<file path="src/rtl/clk_mgr_ctrl_if.sv">
// Control/status bundle between the MMCM supervisor and its surroundings.
//   locked_i     : MMCM locked flag (asynchronous to the supervisor clock)
//   restart_i    : single-cycle request to rerun the full sequence
//   mmcm_rst_o   : MMCM reset, active high
//   rsto         : downstream system reset, active high
//   ready_o      : sequence complete, system running
//   fail_o       : retries exhausted
//   lock_lost_o  : one-cycle pulse when lock drops while running
//   retry_cnt_o  : retries consumed in the current sequence
//   state_o      : FSM state (0 reset, 1 wait-lock, 2 stable, 3 run, 4 fail)
// The slave modport is the supervisor side; master is the driving side.
interface clk_mgr_ctrl_if #(
  parameter int unsigned RTY_W = 3
);
  logic             locked_i;
  logic             restart_i;
  logic             mmcm_rst_o;
  logic             rsto;
  logic             ready_o;
  logic             fail_o;
  logic             lock_lost_o;
  logic [RTY_W-1:0] retry_cnt_o;
  logic [2:0]       state_o;

  modport slave (
    input  locked_i,
    input  restart_i,
    output mmcm_rst_o,
    output rsto,
    output ready_o,
    output fail_o,
    output lock_lost_o,
    output retry_cnt_o,
    output state_o
  );

  modport master (
    output locked_i,
    output restart_i,
    input  mmcm_rst_o,
    input  rsto,
    input  ready_o,
    input  fail_o,
    input  lock_lost_o,
    input  retry_cnt_o,
    input  state_o
  );
endinterface

</file>
<file path="src/rtl/clk_mgr_ctrl.sv">
// MMCM supervisor/sequencer. Pulses the MMCM reset, waits for a synchronised
// lock, requires the lock to stay up for STABLE_CYC cycles and only then
// releases the downstream reset. Lock timeouts retry up to MAX_RETRY times
// before parking in FAIL. Clocked from the free-running board clock so it
// keeps running while the MMCM is unlocked.
// Ports:
//   clki : free-running input clock
//   rsti : asynchronous active-low reset
//   bus  : control/status bundle (see clk_mgr_ctrl_if)
module clk_mgr_ctrl #(
  parameter int unsigned RST_CYC    = 16,
  parameter int unsigned LOCK_TO    = 65536,
  parameter int unsigned STABLE_CYC = 1024,
  parameter int unsigned MAX_RETRY  = 7,
  parameter int unsigned CNT_W      = 17,
  parameter int unsigned RTY_W      = 3
) (
  input  logic                 clki,
  input  logic                 rsti,
  clk_mgr_ctrl_if.slave        bus
);

  typedef enum logic [2:0] {
    StReset    = 3'd0,
    StWaitLock = 3'd1,
    StStable   = 3'd2,
    StRun      = 3'd3,
    StFail     = 3'd4
  } state_e;

  localparam logic [CNT_W-1:0] RstLast    = CNT_W'(RST_CYC - 1);
  localparam logic [CNT_W-1:0] LockLast   = CNT_W'(LOCK_TO - 1);
  localparam logic [CNT_W-1:0] StableLast = CNT_W'(STABLE_CYC - 1);
  localparam logic [RTY_W-1:0] RetryMax   = RTY_W'(MAX_RETRY);

  state_e           state_q, state_d;
  logic [CNT_W-1:0] cnt_q, cnt_d;
  logic [RTY_W-1:0] retry_q, retry_d;
  logic             lock_lost_q, lock_lost_d;
  logic             locked_meta_q, locked_s_q;

  // Two-flop synchroniser; the FSM only ever looks at locked_s_q.
  always_ff @(posedge clki or negedge rsti) begin
    if (!rsti) begin
      locked_meta_q <= 1'b0;
      locked_s_q    <= 1'b0;
    end else begin
      locked_meta_q <= bus.locked_i;
      locked_s_q    <= locked_meta_q;
    end
  end

  always_ff @(posedge clki or negedge rsti) begin
    if (!rsti) begin
      state_q     <= StReset;
      cnt_q       <= '0;
      retry_q     <= '0;
      lock_lost_q <= 1'b0;
    end else begin
      state_q     <= state_d;
      cnt_q       <= cnt_d;
      retry_q     <= retry_d;
      lock_lost_q <= lock_lost_d;
    end
  end

  always_comb begin
    state_d     = state_q;
    cnt_d       = cnt_q;
    retry_d     = retry_q;
    lock_lost_d = 1'b0;

    if (bus.restart_i) begin
      // Restart overrides timeout and lock-loss handling in the same cycle.
      state_d = StReset;
      cnt_d   = '0;
      retry_d = '0;
    end else begin
      unique case (state_q)
        StReset: begin
          if (cnt_q == RstLast) begin
            state_d = StWaitLock;
            cnt_d   = '0;
          end else begin
            cnt_d = cnt_q + 1'b1;
          end
        end
        StWaitLock: begin
          if (locked_s_q) begin
            state_d = StStable;
            cnt_d   = '0;
          end else if (cnt_q == LockLast) begin
            cnt_d = '0;
            if (retry_q == RetryMax) begin
              state_d = StFail;
            end else begin
              state_d = StReset;
              retry_d = retry_q + 1'b1;
            end
          end else begin
            cnt_d = cnt_q + 1'b1;
          end
        end
        StStable: begin
          // A drop here is a glitch: keep the retry budget, restart the timeout.
          if (!locked_s_q) begin
            state_d = StWaitLock;
            cnt_d   = '0;
          end else if (cnt_q == StableLast) begin
            state_d = StRun;
            cnt_d   = '0;
            retry_d = '0;
          end else begin
            cnt_d = cnt_q + 1'b1;
          end
        end
        StRun: begin
          if (!locked_s_q) begin
            state_d     = StReset;
            cnt_d       = '0;
            retry_d     = '0;
            lock_lost_d = 1'b1;
          end
        end
        StFail: begin
          state_d = StFail;
        end
        default: begin
          state_d = StReset;
          cnt_d   = '0;
          retry_d = '0;
        end
      endcase
    end
  end

  // Moore decode from registered state.
  assign bus.mmcm_rst_o  = (state_q == StReset) || (state_q == StFail);
  assign bus.rsto        = (state_q != StRun);
  assign bus.ready_o     = (state_q == StRun);
  assign bus.fail_o      = (state_q == StFail);
  assign bus.lock_lost_o = lock_lost_q;
  assign bus.retry_cnt_o = retry_q;
  assign bus.state_o     = state_q;

endmodule
</file>
<file path="src/flat_wrapper.sv">
// flat-port wrapper written by rule: the top's interface ports become plain ports
module clk_mgr_ctrl_flat 
#(
  parameter int unsigned RST_CYC    = 16,
  parameter int unsigned LOCK_TO    = 65536,
  parameter int unsigned STABLE_CYC = 1024,
  parameter int unsigned MAX_RETRY  = 7,
  parameter int unsigned CNT_W      = 17,
  parameter int unsigned RTY_W      = 3
)
  (clki, rsti, bus_locked_i, bus_restart_i, bus_mmcm_rst_o, bus_rsto, bus_ready_o, bus_fail_o, bus_lock_lost_o, bus_retry_cnt_o, bus_state_o);
  clk_mgr_ctrl_if #(.RTY_W(RTY_W)) bus_i ();
  input  logic clki;
  input  logic rsti;
  input wire logic [$bits(bus_i.locked_i)-1:0] bus_locked_i;
  input wire logic [$bits(bus_i.restart_i)-1:0] bus_restart_i;
  output wire logic [$bits(bus_i.mmcm_rst_o)-1:0] bus_mmcm_rst_o;
  output wire logic [$bits(bus_i.rsto)-1:0] bus_rsto;
  output wire logic [$bits(bus_i.ready_o)-1:0] bus_ready_o;
  output wire logic [$bits(bus_i.fail_o)-1:0] bus_fail_o;
  output wire logic [$bits(bus_i.lock_lost_o)-1:0] bus_lock_lost_o;
  output wire logic [$bits(bus_i.retry_cnt_o)-1:0] bus_retry_cnt_o;
  output wire logic [$bits(bus_i.state_o)-1:0] bus_state_o;
  assign bus_i.locked_i = bus_locked_i;
  assign bus_i.restart_i = bus_restart_i;
  assign bus_mmcm_rst_o = bus_i.mmcm_rst_o;
  assign bus_rsto = bus_i.rsto;
  assign bus_ready_o = bus_i.ready_o;
  assign bus_fail_o = bus_i.fail_o;
  assign bus_lock_lost_o = bus_i.lock_lost_o;
  assign bus_retry_cnt_o = bus_i.retry_cnt_o;
  assign bus_state_o = bus_i.state_o;
  clk_mgr_ctrl #(.RST_CYC(RST_CYC), .LOCK_TO(LOCK_TO), .STABLE_CYC(STABLE_CYC), .MAX_RETRY(MAX_RETRY), .CNT_W(CNT_W), .RTY_W(RTY_W)) u_core (.clki(clki), .rsti(rsti), .bus(bus_i));
endmodule
</file>
<file path="config.mk">
export PLATFORM = sky130hd
export DESIGN_NAME = clk_mgr_ctrl_flat
export DESIGN_NICKNAME = d
export VERILOG_FILES = /design/src/rtl/clk_mgr_ctrl_if.sv /design/src/rtl/clk_mgr_ctrl.sv /design/src/flat_wrapper.sv
export SDC_FILE = /design/constraint.sdc
export NUM_CORES = 1
export LEC_CHECK = 0
export ABC_AREA = 1
export CORE_ASPECT_RATIO = 0.9
export CORE_UTILIZATION = 50
export CTS_CLUSTER_SIZE = 24
export DETAILED_ROUTE_END_ITERATION = 8
export PLACE_DENSITY = 0.71
export SETUP_SLACK_MARGIN = 0.15
export SLEW_MARGIN = 20
export SYNTH_ARGS = -nofsm -noshare
export SYNTH_HDL_FRONTEND = slang
export SYNTH_SLANG_ARGS = --single-unit
</file>
<file path="constraint.sdc">
create_clock -name clki -period 3 [get_ports clki]
set_clock_uncertainty 0.1 [all_clocks]
set_input_delay 0.6 -clock clki [delete_from_list [all_inputs] [get_ports clki]]
set_output_delay 0.6 -clock clki [all_outputs]
set_load 0.01 [all_outputs]
</file>
Word-level counts from Yosys, hierarchy flattened
Index checks and enable logic that the tools add are counted.
{ "totals": {"ramBits": 0, "latch_bits": 0, "wordCells": 61, "output_inout_bits": 11, "mem_count": 0, "regBits": 26, "rom_bits": 0, "inputBits": 4} }
{ "op_classes": {"n_eq_ne": 20, "mul": 0, "addsub": 2, "n_lt_le_gt_ge": 0, "muxes": 27, "reduce_logical": 6, "shift": 0, "n_bitwise": 0, "div_mod_pow": 0} }
{ "ops": {"columns": ["cell", "count"], "rows": [
  ["17-bit 2-to-1 mux", 7],
  ["17-bit one-hot mux with 5 select lines", 1],
  ["3-bit 2-to-1 mux", 14],
  ["17-bit by 1-bit adder with 17-bit output (second input constant)", 1],
  ["17-bit by 10-bit equality test with 1-bit output (second input constant)", 1],
  ["17-bit by 16-bit equality test with 1-bit output (second input constant)", 1],
  ["17-bit by 4-bit equality test with 1-bit output (second input constant)", 1],
  ["3-bit by 2-bit != test with 1-bit output (second input constant)", 5],
  ["3-bit one-hot mux with 5 select lines", 1],
  ["3-bit one-hot mux with 4 select lines", 1],
  ["3-bit != test (second input constant)", 3],
  ["7-bit AND reduction", 1],
  ["3-bit by 2-bit equality test with 1-bit output (second input constant)", 2],
  ["3-bit equality test (second input constant)", 2],
  ["4-bit by 2-bit != test with 1-bit output (second input constant)", 1],
  ["4-bit != test (second input constant)", 1],
  ["4-bit AND reduction", 1],
  ["3-bit by 1-bit adder with 3-bit output (second input constant)", 1],
  ["3-bit by 1-bit equality test with 1-bit output (second input constant)", 1],
  ["3-bit logical NOT", 1],
  ["1-bit 2-to-1 mux", 3],
  ["2-bit by 1-bit != test with 1-bit output (second input constant)", 1],
  ["2-bit != test (second input constant)", 1],
  ["2-bit AND reduction", 1],
  ["other kinds (2)", 2]
]} }

Logic depth before layout (Yosys ltp)
Gate-level depths: netlist of run 1.
{ "depth": {"ltp_word": 6, "ltp_mapped": 13, "mapped_depth_nobuf": 13} }

Worst setup path before layout of run 1
Ideal clock, no wire load.
{ "synth_timing": {"path_type": "flip-flop to flip-flop", "from": "register u_core.cnt_q[0]", "to": "register u_core.cnt_q[14]", "path_buffers": 0, "arrival_ns": 1.924, "stages_incl_launch_ff": 12, "setup_slack_ns": 0.852, "required_ns": 2.777, "period_less_slack_ns": 2.148, "setup_ns": 0.123, "path_cell_list": "dfrtp_1 ha_1 nand4_1 nor2_1 nand3_1 nor3_1 ha_1 nor2_1 nand2_1 nand3_4 a21oi_4 nor2_1"} }
{ "synth_via": {"elab_chain_len": 5, "word_cells_on_any_way": 11, "classes_between": "add/sub: 1; eq/ne: 3; mux: 7"} }
{ "synth_rtl": {"columns": ["element", "line_no", "source"], "rows": [
  ["start, declared", "clk_mgr_ctrl.sv:37", "logic [CNT_W-1:0] cnt_q, cnt_d;"],
  ["start signal, assigned", "clk_mgr_ctrl.sv:61", "cnt_q <= cnt_d;"],
  ["17-bit by 1-bit adder with 17-bit output (tied with other cells)", "clk_mgr_ctrl.sv:85, clk_mgr_ctrl.sv:101, clk_mgr_ctrl.sv:114", null],
  ["17-bit 2-to-1 mux, on equally long branches", "clk_mgr_ctrl.sv:109, clk_mgr_ctrl.sv:92", null],
  ["17-bit 2-to-1 mux, on equally long branches", "clk_mgr_ctrl.sv:106, clk_mgr_ctrl.sv:89", null],
  ["17-bit one-hot mux with 5 select lines *", "clk_mgr_ctrl.sv:79", "unique case (state_q)"],
  ["17-bit 2-to-1 mux *", "clk_mgr_ctrl.sv:73", "if (bus.restart_i) begin"]
]} }
Mark *: on every way between the ends. The rest lies on a longest branch, timed or not.
A chain may end at the register's enable or synchronous reset.

Worst setup path in the final report of run 1
{ "layout_timing": {"from": "register u_core.state_q[0], in the netlist u_core.bus.state_o[0]", "to": "output bus_fail_o"} }
{ "layout_via": {"elab_chain_len": 1} }
{ "layout_rtl": {"columns": ["element", "line_no", "source"], "rows": [
  ["start, declared", "clk_mgr_ctrl.sv:36", "state_e state_q, state_d;"],
  ["start signal, assigned", "clk_mgr_ctrl.sv:55", "state_q <= StReset;"],
  ["start signal, assigned", "clk_mgr_ctrl.sv:60", "state_q <= state_d;"],
  ["3-bit equality test", "clk_mgr_ctrl.sv:141", "assign bus.fail_o = (state_q == StFail);"],
  ["end, declared", "flat_wrapper.sv:20", "output wire logic [$bits(bus_i.fail_o)-1:0] bus_fail_o;"]
]} }
No other way between the ends.

==> metrics.md, run 1 <==
| Metric | Value |
|---|---|
| Nets@finish | between 200 and 250 |
| Clock tree buffer depth | 2 |
| Core area | 3070 um^2 |
| Post-DP HPWL | around 2800 um |
| Pins Over Slew Limit | 0 |
| Drt first-iter violations | 134 |
| Share of layout cells above drive strength 1 | around 9.9% |
| Remaining DRCs | 0 |
| FILL cells | 293 |
| Status | complete, no violations |
| Ys flop type | dfrtp_1 |
| Flip-flop and latch area | roughly 650 um^2 |
| Routed wire length | 3710 um |
| Std cell rows | 19 |
| Final ANT Viol Nets | 0 |
| Cells on Worst Hold Path | 0 |
| CTS tree | built |
| Worst path required time | between 2 and 2.5 ns |
| Worst r2r dst | u_core.cnt_q[5] |
| Count leader, synth | nand2_1 |
| N_diodes | 0 |
| Worst R2R Setup Slack | 0.62 ns |
| Max Cap Viol | 0 |
| PwrDens | roughly 400 nW/um^2 |
| WL per Instance | 13.5 um |
| H-tree lvl count | 1 |
| EDFF count, synth | 0 |
| Commonest cells in the netlist | 52 x nand2_1, 29 x nor2_1, 26 x dfrtp_1, 23 x inv_1, 18 x nand3_1 |
| Via density | around 5.6 |
| Vias | approximately 1500 |
| Pin count of the biggest net entering global routing | 27 |
| CTS Sinks | 26 |
| Final setup fails | 0 |
| Number of hold buffers added after CTS | 0 |
| Area leader, netlist | dfrtp_1 |
| Total Die Area | ~3500 um^2 |
| Fmax | roughly 420 MHz |
| Min-delay worst type | register to register |
| Area Growth Syn to Fin | 13.2% |
| Setup_tns | 0 ns |
| Synth Instances | 216 |
| Worst skew pair latency | 0.32 ns |
| Syn_area_per_cell | 7.54 um^2 |
| Area of the multi-input gates | between 800 and 900 um^2 |
| Die height | about 56 um |
| Total track usage | approximately a quarter |
| Netlist Area Pre-Place | between 1500 and 2000 um^2 |
| Seq cells post-synth | 26 |
| Fin. Hold Viols | 0 |
| Async S/R FF share, synth | between 90% and 100% |
| Fin util | 60.1% |
| Static leakage | 0.831 nW |
| Dpl ws | around 0.45 ns |
| Peak supply drop | 0.000215 V |
| Worst Min Path Start | u_core.locked_meta_q |
| Remaining Overflow, GRT | 0 |
| Worst-margin pin slew | ~0.46 ns |
| Final Instance Area | 1840 um^2 |
| Worst-path clk slew | between 0.1 and 0.15 ns |
| CP Data Arrival Time | 1.69 ns |
| Setup ws final | about 0.6 ns |
| CTS root buffer | clkbuf_4 |
| Nature of the critical path endpoint | output pin |
| Syn_nets | between 200 and 250 |
| Final Power | approximately 750 uW |
| Worst slew margin | 69.3% |
| CTS buffer count | 3 |
| Worst R2R Path Depth | 11 |
| CP startpoint kind | register |
| Starting density of the core | 53.1% |
| Io pins | 15 |
| Post-synthesis sequential area ratio | 40.0% |
| Die extent in x | approximately 62 um |
| Port Buffers | 14 |
| Gates resized, CTS repair | 0 |
| Unrepaired setup endpoints after global routing | false |
| Period minus WS final | about 2.4 ns |
| Hold path endpoint | u_core.locked_s_q |
| Count of different cell masters after synthesis | 34 |
| Period Utilization, post-route | 79.5% |
| Reg2reg start | u_core.cnt_q[0] |
| Area of placed instances | between 1500 and 2000 um^2 |
| TritonRoute pass-1 iters | 4 |
| Max FO, Critical Path | 5 |
| Ys Warns | 0 |
| Post-CTS setup buffers | 0 |
| Setup CP Type | register to output pin |
| RePlAce Congestion | between 0.9 and 1 |
| Top post-synthesis cells by area | dfrtp_1 40%, nand2_1 12%, nor2_1 6.7%, nand3_1 5.5%, inv_1 5.3% |
| Top cell type's share of synthesized area | between 30 and 40% |
| First-pass GRT wire length | around 6500 um |
| Vias in the first global route | about 1400 |
| Initial antenna violation count | 0 |
-- logic make-up (layout without fill, tap and decap cells) --
group / Yosys count / in the layout / synth area share (%)
AOI/OAI and AO/OA: 30 / 30 / 11.2
xor gates and xnor gates: 1 / 1 / 0.538
adders and majority gates: 5 / 5 / 3.84
buffers and inverters: 27 / 44 / 6.69
DFF: 26 / 26 / 40.0
and+or+nand+nor: 127 / 127 / 37.7
-- worst max path at each step --
stage | from | slack [ns] | end | cells after the start
detailed placement | bus_restart_i | 0.45 | u_core.cnt_q[5] | 8
CTS | u_core.bus.state_o[0] | 0.59 | bus_fail_o | 4
finish | u_core.bus.state_o[0] | 0.61 | bus_fail_o | 4
global placement | bus_restart_i | 0.48 | u_core.cnt_q[5] | 8
global route | u_core.cnt_q[0] | 0.40 | u_core.cnt_q[11] | 13
floorplan | u_core.cnt_q[0] | 0.85 | u_core.cnt_q[14] | 11
-- layout make-up --
cell class / instances / area share (%)
well taps: 42 / 2.85
multi-input cells: 163 / 47.1
flip-flops and latches: 26 / 35.3
inverters: 25 / 5.09
clock buffers: 3 / 1.22
repair buffers: 16 / 8.42
-- critical path, cell delays in order, from the launching register on --
cell and delay, ns:
dfrtp_1 0.46, nor2_2 0.14, inv_1 0.08, nor2_2 0.13
clkdlybuf4s50_1 0.56
-- sequential cells by signal (all words and copies together), names as in the netlist --
name,cells
u_core.bus.state_o,3
u_core.locked_meta_q,1
u_core.bus.retry_cnt_o,3
u_core.cnt_q,17
u_core.bus.lock_lost_o,1
u_core.locked_s_q,1
-- per-layer routing --
layer	global-route usage [%]	wire length, um	up-vias	share of wire (%)
li1	-	-	746	-
met1	35.0	1660	699	45
met2	36.4	1680	81	45
met3	2.05	330	6	8.9
met4	9.30	46	0	1.2
met5	0	0	-	0
-- per-stage QoR --
stage | std cells | hold WS (ns)
floorplan | 216 | 0.204
global placement | 272 | 0.237
detailed placement | 272 | 0.237
CTS | 275 | 0.269
global route | 275 | 0.300
finish | 275 | 0.272
-- report_power, final --
group | total (mW) | leakage [nW] | internal, mW | switching (mW)
logic | 0.200 | 0.462 | 0.0785 | 0.121
clock network | 0.146 | 0.0138 | 0.0470 | 0.0987
registers | 0.401 | 0.354 | 0.374 | 0.0271
-- cells in the final DEF (no fill, tap or decap), drive strengths merged --
cell type / n
nand2: 56
nor2: 35
dfrtp: 26
inv: 25
nand3: 20
clkdlybuf4s50: 14
o21ai: 11
a21oi: 9
nand4: 5
a31oi: 5
ha: 5
nor3: 5
clkbuf: 3
nand3b: 2
buf: 2
or2: 2
o21bai: 1
a22oi: 1
o22ai: 1
nor3b: 1
xnor2: 1
a211oi: 1
nor4: 1
a21boi: 1
No activity file was read; power rests on OpenSTA's default activity.
==> inputs of run 2 (changes only) <==
--- a/config.mk
+++ b/config.mk
@@ -10,7 +10,7 @@
 export CORE_UTILIZATION = 50
 export CTS_CLUSTER_SIZE = 24
 export DETAILED_ROUTE_END_ITERATION = 8
-export PLACE_DENSITY = 0.71
+export PLACE_DENSITY = 0.74
 export SETUP_SLACK_MARGIN = 0.15
 export SLEW_MARGIN = 20
 export SYNTH_ARGS = -nofsm -noshare
==> constraint.sdc (replaced) <==
create_clock -name clki -period 1.93 [get_ports clki]
set_clock_uncertainty 0.1 [all_clocks]
set_input_delay 0.386 -clock clki [delete_from_list [all_inputs] [get_ports clki]]
set_output_delay 0.386 -clock clki [all_outputs]
set_load 0.01 [all_outputs]
==> metrics.md, run 2 (synthesized netlist as in run 1, its figures left out) <==
| Metric | Value |
|---|---|
| PwrDens | between 600 and 700 nW/um^2 |
| Setup_tns | -4.21 ns |
| Number of hold buffers added after CTS | 0 |
| Commonest non-fill, non-tap cell in the layout | nand2_1 |
| Crit path from | u_core.cnt_q[0] |
| CTS tree | built |
| Peak supply drop | ~0.00058 V |
| Remaining Overflow, GRT | 0 |
| Gr busiest metal | met2 |
| Final setup fails | 23 |
| Final Instance Area | around 2300 um^2 |
| Vias | roughly 1800 |
| RePlAce Congestion | 0.913 |
| Pins Over Slew Limit | 0 |
| Die height | 56.1 um |
| Total Die Area | between 3000 and 4000 um^2 |
| CTS root buffer | clkbuf_4 |
| Routed wire length | approximately 4800 um |
| CP startpoint kind | register |
| Std cell rows | 19 |
| FILL cells | between 200 and 250 |
| H-tree lvl count | 1 |
| Worst Min Path Start | u_core.locked_meta_q |
| CP Data Arrival Time | 2.31 ns |
| Core area | a little over 3000 um^2 |
| Starting density of the core | a little over half |
| CTS Sinks | 26 |
| Reg2reg start | u_core.cnt_q[0] |
| Final ANT Viol Nets | 0 |
| Setup CP Type | register to register |
| First-pass GRT wire length | around 7400 um |
| Pin count of the biggest net entering global routing | 27 |
| Post-DP HPWL | around 3100 um |
| Met1 usage | about two fifths |
| Dpl ws | -0.195 ns |
| Vias in the first global route | about 1600 |
| Fin. Hold Viols | 0 |
| Period Utilization, post-route | 113% |
| Met3 Usage GRT | 4.51% |
| Area of placed instances | approximately 2000 um^2 |
| Period minus WS final | roughly 2.2 ns |
| Area of the multi-input gates | ~980 um^2 |
| N_diodes | 0 |
| Largest register FFs | 17 |
| Worst-margin pin slew | roughly 0.37 ns |
| Io pins | 15 |
| Die extent in x | 62.1 um |
| Remaining DRCs | 0 |
| Max Cap Viol | 0 |
| WL per Instance | 15.0 um |
| Nets@finish | between 200 and 300 |
| CTS buffer count | 3 |
| Unrepaired setup endpoints after global routing | true |
| Most frequent cells in the layout | 46 x nand2_1, 43 x buf_4, 27 x nor2_1 |
| Max FO, Critical Path | 5 |
| Port Buffers | 14 |
| Worst slew margin | around three quarters |
| Static leakage | between 1 and 1.5 nW |
| Setup ws final | -0.247 ns |
| Drt first-iter violations | around 130 |
| Worst R2R Setup Slack | -0.25 ns |
| Clock tree buffer depth | 2 |
| Worst path required time | between 2 and 2.5 ns |
| Area Growth Syn to Fin | 40.7% |
| Min-delay worst type | register to register |
| Failing checks | negative setup slack |
| Nature of the critical path endpoint | register |
| Via density | about 5.6 |
| Status | complete, but fails checks |
| Fmax | ~460 MHz |
| Most flops, register | u_core.cnt_q |
| Worst-path clk slew | between 0.1 and 0.15 ns |
| Flip-flop and latch area | between 600 and 700 um^2 |
| Share of layout cells above drive strength 1 | between 30% and 40% |
| Total track usage | 27.3% |
| Initial antenna violation count | 0 |
| Met2 usage | 42.1% |
| TritonRoute pass-1 iters | 7 |
| Worst skew pair latency | 0.33 ns |
## run 2: worst max-delay path, stage by stage (launching register included)
cell and delay, ns:
dfrtp_1 0.39, ha_2 0.19, nand4_1 0.16, nor2_2 0.15, nand3_2 0.12, nor3_4 0.15, ha_2 0.22, nor2_2 0.05
nand2_2 0.10, nand3_4 0.13, nand2_4 0.15, nand2_4 0.08, nand2_2 0.06, nand2_1 0.04
## run 2: final timing paths
check / to / depth (start not counted)
max in group asynchronous: u_core.bus.state_o[2] / 2
setup reg to reg: u_core.bus.state_o[1] / 13
hold / removal: u_core.locked_s_q / 0
setup / recovery: u_core.bus.state_o[1] / 13
min in group asynchronous: u_core.cnt_q[16] / 2
hold reg to reg: u_core.locked_s_q / 0
## run 2: stage by stage
stage / std cells / hold slack (ns) / total power, mW / utilization (%)
2_1_floorplan: 216 / -0.00959 / 0.829 / -
3_3_place_gp: 300 / 0.233 / 0.988 / 66.7
3_5_place_dp: 300 / 0.236 / 1.00 / 66.7
4_1_cts: 313 / 0.270 / 1.45 / 72.6
5_1_grt: 319 / 0.272 / 1.55 / 74.7
6_report: 319 / 0.265 / 1.49 / 74.7
## run 2: layout make-up
class | count | share of cell area [%]
multi-input combinational | 164 | 42.8
inverter | 25 | 4.10
timing repair buffer | 58 | 20.0
sequential | 26 | 28.5
clock buffer | 3 | 0.984
clock inverter | 1 | 1.31
tap | 42 | 2.30
## run 2: what timing repair did
item	in CTS	in global routing
pin swaps	8	8
gates resized for setup	24	19
gates cloned	1	0
setup endpoints to repair	31	29
endpoints found under the hold margin	0	0
buffers inserted	8	6
## run 2: power breakdown
part	internal, mW	total [mW]	switching (mW)	leakage (nW)
sequential	0.582	0.610	0.0287	0.353
combinational	0.216	0.490	0.274	0.747
clock	0.210	0.385	0.175	0.0279
## run 2: metal layers
metal | wire length, um | part of all wire [%] | vias up
li1 | - | - | 837
met4 | 82 | 1.7 | 0
met3 | 464 | 9.7 | 11
met2 | 2210 | 46 | 99
met5 | 0 | 0 | -
met1 | 2030 | 42 | 834
